## src/rtl/rf_pkg.sv

```systemverilog
// Shared types for the register-file init/bypass front end.
package rf_pkg;

  localparam int NUM_RD_PORTS = 2;

  typedef enum logic {
    INIT = 1'b0,
    RUN  = 1'b1
  } rf_state_e;

endpackage

```

## src/rtl/rf_bypass_lane.sv

```systemverilog
// One read port: registers a same-edge write hit and selects forwarded or RAM data.
module rf_bypass_lane #(
  parameter int WIDTH  = 3,
  parameter int AWIDTH = 2
) (
  input  logic              clk,
  input  logic              rst_n,
  input  logic [AWIDTH-1:0] rd_addr,
  input  logic [AWIDTH-1:0] wr_addr,
  input  logic              wr_en,
  input  logic [WIDTH-1:0]  wr_data,
  input  logic              run,
  input  logic [WIDTH-1:0]  ram_q,
  output logic [WIDTH-1:0]  rd_data
);

  logic             hit_q;
  logic             rd_valid_q;
  logic [WIDTH-1:0] wdata_q;

  always_ff @(posedge clk) begin
    if (!rst_n) begin
      hit_q      <= 1'b0;
      rd_valid_q <= 1'b0;
      wdata_q    <= '0;
    end else begin
      hit_q      <= run & wr_en & (wr_addr == rd_addr);
      rd_valid_q <= run;
      wdata_q    <= wr_data;
    end
  end

  // RAM returns old data on a same-edge collision, so the captured write wins.
  assign rd_data = rd_valid_q ? (hit_q ? wdata_q : ram_q) : '0;

endmodule

```

## src/rtl/rf_init_bypass.sv

```systemverilog
// MLAB register-file front end: zero-fills after reset, then passes CPU
// accesses through with read-during-write forwarding on both read ports.
module rf_init_bypass
  import rf_pkg::*;
#(
  parameter int WIDTH  = 3,
  parameter int AWIDTH = 2
) (
  input  logic              CLK,
  input  logic              RST_N,
  input  logic [AWIDTH-1:0] RD_A_ADDR,
  input  logic [AWIDTH-1:0] RD_B_ADDR,
  input  logic [AWIDTH-1:0] WR_ADDR,
  input  logic [WIDTH-1:0]  WR_DATA,
  input  logic              WR_EN,
  output logic [WIDTH-1:0]  RD_A_DATA,
  output logic [WIDTH-1:0]  RD_B_DATA,
  output logic              READY,
  output logic [AWIDTH-1:0] RAM_A_ADDR,
  output logic [AWIDTH-1:0] RAM_B_ADDR,
  output logic [AWIDTH-1:0] RAM_C_ADDR,
  output logic [WIDTH-1:0]  RAM_C_DATA,
  output logic              RAM_C_WE,
  input  logic [WIDTH-1:0]  RAM_A_Q,
  input  logic [WIDTH-1:0]  RAM_B_Q
);

  localparam int DEPTH = 1 << AWIDTH;

  rf_state_e         state, state_nxt;
  logic [AWIDTH-1:0] cnt, cnt_nxt;
  logic              run;
  logic              we_raw;

  logic [NUM_RD_PORTS-1:0][AWIDTH-1:0] rd_addr_v;
  logic [NUM_RD_PORTS-1:0][WIDTH-1:0]  ram_q_v;
  logic [NUM_RD_PORTS-1:0][WIDTH-1:0]  rd_data_v;

  always_ff @(posedge CLK) begin
    if (!RST_N) begin
      state <= INIT;
      cnt   <= '0;
    end else begin
      state <= state_nxt;
      cnt   <= cnt_nxt;
    end
  end

  always_comb begin
    state_nxt  = state;
    cnt_nxt    = cnt;
    RAM_C_ADDR = WR_ADDR;
    RAM_C_DATA = WR_DATA;
    we_raw     = WR_EN;
    case (state)
      INIT: begin
        // CPU writes during the fill are dropped, not queued.
        RAM_C_ADDR = cnt;
        RAM_C_DATA = '0;
        we_raw     = 1'b1;
        cnt_nxt    = cnt + AWIDTH'(1);
        if (cnt == AWIDTH'(DEPTH - 1)) state_nxt = RUN;
      end
      RUN: ;
      default: state_nxt = INIT;
    endcase
  end

  assign run        = (state == RUN);
  assign READY      = run;
  assign RAM_C_WE   = we_raw & RST_N;
  assign RAM_A_ADDR = RD_A_ADDR;
  assign RAM_B_ADDR = RD_B_ADDR;

  assign rd_addr_v = {RD_B_ADDR, RD_A_ADDR};
  assign ram_q_v   = {RAM_B_Q, RAM_A_Q};
  assign RD_A_DATA = rd_data_v[0];
  assign RD_B_DATA = rd_data_v[1];

  for (genvar p = 0; p < NUM_RD_PORTS; p++) begin : g_lane
    rf_bypass_lane #(
      .WIDTH (WIDTH),
      .AWIDTH(AWIDTH)
    ) u_lane (
      .clk    (CLK),
      .rst_n  (RST_N),
      .rd_addr(rd_addr_v[p]),
      .wr_addr(WR_ADDR),
      .wr_en  (WR_EN),
      .wr_data(WR_DATA),
      .run    (run),
      .ram_q  (ram_q_v[p]),
      .rd_data(rd_data_v[p])
    );
  end

endmodule
```

## config.mk

```make
export PLATFORM = sky130hd
export DESIGN_NAME = rf_init_bypass
export DESIGN_NICKNAME = d
export VERILOG_FILES = /design/src/rtl/rf_pkg.sv /design/src/rtl/rf_bypass_lane.sv /design/src/rtl/rf_init_bypass.sv
export SDC_FILE = /design/constraint.sdc
export NUM_CORES = 1
export LEC_CHECK = 0
export ABC_AREA = 0
export ABC_CLOCK_PERIOD_IN_PS = 2500
export BUFFER_PORTS_ARGS = -buffer_cell sky130_fd_sc_hd__buf_4
export CAP_MARGIN = 20
export CORE_ASPECT_RATIO = 1.1
export CORE_MARGIN = 4
export CORE_UTILIZATION = 40
export DETAILED_ROUTE_END_ITERATION = 12
export PLACE_DENSITY = 0.71
export SLEW_MARGIN = 20
export SYNTH_ARGS = -nofsm -noshare
export SYNTH_HDL_FRONTEND = slang
export SYNTH_HIERARCHICAL = 1
export SYNTH_SLANG_ARGS = --single-unit
```

## constraint.sdc

```tcl
create_clock -name CLK -period 2.5 [get_ports CLK]
set_input_delay 0.25 -clock CLK [delete_from_list [all_inputs] [get_ports CLK]]
set_output_delay 0.25 -clock CLK [all_outputs]
set_load 0.01 [all_outputs]
```

==> summary.txt <==
Cells and area
  – Share of layout cells above drive strength 1: 46.7%
  – Fillers: 130
  – # diodes: 0
  – Post-layout util: between 60% and 70%
  – Non-Filler Cell Area, Final: 877 um^2
  – Layout area overhead: 42.2%
  – Nets: 110
  – Final cell count without fillers: 106

Placement
  – Placed Instances: 102
  – Post-DP Area: 851 um^2
  – I/O Buffers: 34
  – Final Wtd Congestion: 0.671
  – Pre-CTS WS: 1.23 ns

Pwr
  – Sw Share: 24.5%
  – Clk pwr share: around 26%
  – Switching pwr: ~0.12 mW
  – Pwr Total: between 0.4 and 0.5 mW
  – Internal: 0.363 mW
  – Worst vdd ir: 0.364 mV
  – P_leak: 0.405 nW
  – Seq pwr share: 49.4%
  – Pwr dens: 548 nW/um^2
  – Combinational share of power: 24.9%

Synthesis
  – Syn Nets: 76
  – Post-synth top area cell: dfxtp_1
  – Synth top area cells: dfxtp_1 (42%), mux2i_1 (11%), and2_1 (9.1%), nor2b_1 (7.1%), xnor2_1 (7.1%)
  – Sequential share of the synthesized area: 42.2%
  – Post-synth EDFFs: 0
  – Post-synth top area share: about 42%
  – Post-Syn Area: between 600 and 700 um^2
  – Ys async rst share: 0%
  – Synth warn: 6
  – Most instantiated library cell after synthesis: dfxtp_1
  – Count of cell types in the netlist: 14
  – Synth Instances: 57
  – Primary FF master, synth: dfxtp_1
  – Synth Area per Inst: 10.8 um^2
  – Post-synth top cells: dfxtp_1 (13), and2_1 (9), mux2i_1 (7), nor2b_1 (7), xnor2_1 (5)
  – Flops & latches, synth: 13

Clock tree
  – Num CTS Buffers: 3
  – Clock sink count: 13
  – Maximum root-to-sink buffer count: 2
  – Skew-Pair Late Insertion Delay: 0.26 ns
  – Clock transition at path regs: 0.07 ns
  – Hold buffers post-CTS: 0
  – CTS resizes: 0
  – H-tree levels: 1
  – CTS tree: built
  – Clock root buffer: clkbuf_4
  – Setup repair bufs after CTS: 0

STA
  – Final Setup Violations: 0
  – Final TNS setup: 0 ns
  – Least-Margin Pin Slew: between 0.3 and 0.4 ns
  – Fin. max-slew vios: 0
  – Fmax: 647 MHz
  – Final period util: 61.9%
  – RSZ-0062 raised after global routing: false
  – Fin worst setup slack: 0.954 ns
  – Clk_skew: about 0.003 ns
  – Max-slew headroom: about 74%
  – Hold_ws: 0.204 ns
  – Minimum clock period: 1.55 ns
  – Final hold vios: 0

Setup path
  – Worst path arrival time: roughly 1.3 ns
  – Critical Path Sink Type: output port
  – Crit Path Max Fanout: 12
  – CP max stage delay: 0.56 ns
  – R2R setup slack: 1.51 ns
  – Reg-to-Reg End: g_lane[1].u_lane/hit_q$_SDFF_PN0_
  – Worst r2r path cells: 2
  – Critical path type: reg -> out
  – Kind of start point of the critical path: flip-flop
  – CP cell instances: mux2_4, buf_4
  – Slowest stage cell on the critical path: dfxtp_1
  – Critical Path RT: between 2 and 2.5 ns
  – RR Startpoint: READY$_SDFF_PN0_

Die
  – Die Area: 2230 um^2
  – Initial core utilization: 43.5%
  – # IOs: 35
  – Die width: 45.4 um
  – Core ar.: 1420 um^2
  – Core Rows: 14
  – Die height: 49.2 um

Global routing
  – First-pass GRT wire length: around 2000 um
  – Number of global-route vias before repair: 451
  – Largest net degree at the start of global routing: 13
  – Antenna violations before repair: 0
  – Total Routing Usage GR: 12.2%
  – Grt ovf: 0

Detailed routing
  – Routed vias/inst: 4.42
  – DRC Markers: 0
  – First-pass DRT Iterations: 2
  – Vias: around 470
  – DR WL/cell: between 10 and 15 um
  – Routed Antenna Nets: 0
  – Wirelength, routed: 1190 um
  – 1st-iter DRT viols: 5

Hold path
  – Worst hold start: WR_DATA[0]
  – WHS Endpoint: g_lane[1].u_lane/wdata_q[0]$_SDFF_PN0_
  – Hold Crit Depth: 2
  – HP Class: in -> reg

Run
  – Max Cap Violations: 0

Outcome
  – Run status: completed
-- power groups by stage --
| stage | clock [mW] | combinational, mW | sequential, mW |
|---|---|---|---|
| after global placement | 0 | 0.120 | 0.243 |
| after floorplan | 0 | 0.0714 | 0.237 |
| after CTS | 0.129 | 0.122 | 0.238 |
| final | 0.123 | 0.120 | 0.237 |
| after detailed placement | 0 | 0.121 | 0.243 |
| after global routing | 0.142 | 0.133 | 0.240 |
-- placed cells by master (no fill, tap or decap), types with 2 or more instances in the layout --
cell      count
nor2b_1       7
and2_1        9
dfxtp_1      13
xnor2_1       5
buf_4        34
and2_2        3
mux2_4        2
and4_1        2
clkbuf_4      3
mux2i_1       7
-- worst max path at each step --
stage,slack (ns),to,cells past startpoint,startpoint
2_1_floorplan,1.40,RAM_C_ADDR[0],2,READY$_SDFF_PN0_
3_3_place_gp,1.24,RAM_C_ADDR[0],2,READY$_SDFF_PN0_
3_5_place_dp,1.23,RAM_C_ADDR[0],2,READY$_SDFF_PN0_
4_1_cts,0.94,RAM_C_ADDR[0],2,READY$_SDFF_PN0_
5_1_grt,0.85,RAM_C_ADDR[0],2,READY$_SDFF_PN0_
6_report,0.95,RAM_C_ADDR[0],2,READY$_SDFF_PN0_
-- registers in the layout (all words and copies together), names as in the netlist --
register,flops
READY,1
cnt,2
g_lane.u_lane/hit_q,2
g_lane.u_lane/rd_valid_q,2
g_lane.u_lane/wdata_q,6
-- area by class of cell --
class	instances	area (um^2)	area share (%)
inverter	1	3.75	0.428
tap	16	20.0	2.28
timing repair buffer	34	255	29.1
sequential	13	260	29.7
multi-input combinational	38	312	35.5
clock buffer	4	26.3	3.00
-- critical path, delay by kind of cell (launching register included) --
| family | cells | cell delay (ns) |
|---|---|---|
| flip-flops | 1 | 0.56 |
| multiplexers | 1 | 0.33 |
| buffers and inverters | 1 | 0.14 |
-- metal layers --
layer,track usage (%),up-vias,wire length [um]
li1,-,250,-
met1,12.4,207,470
met2,19.8,10,634
met3,5.90,2,66
met4,6.34,0,14
met5,0,-,0
-- cells by family after synthesis --
family                     after synthesis  synth area share, %
and+or+nand+nor                         21                 22.7
DFF                                     13                 42.2
muxes                                    9                 16.2
buffers and inverters                    6                 7.30
xor gates and xnor gates                 5                 7.10
AOI/OAI and AO/OA                        2                 2.43
adders and majority gates                1                 2.03
Power figures use the tool's default switching activity.
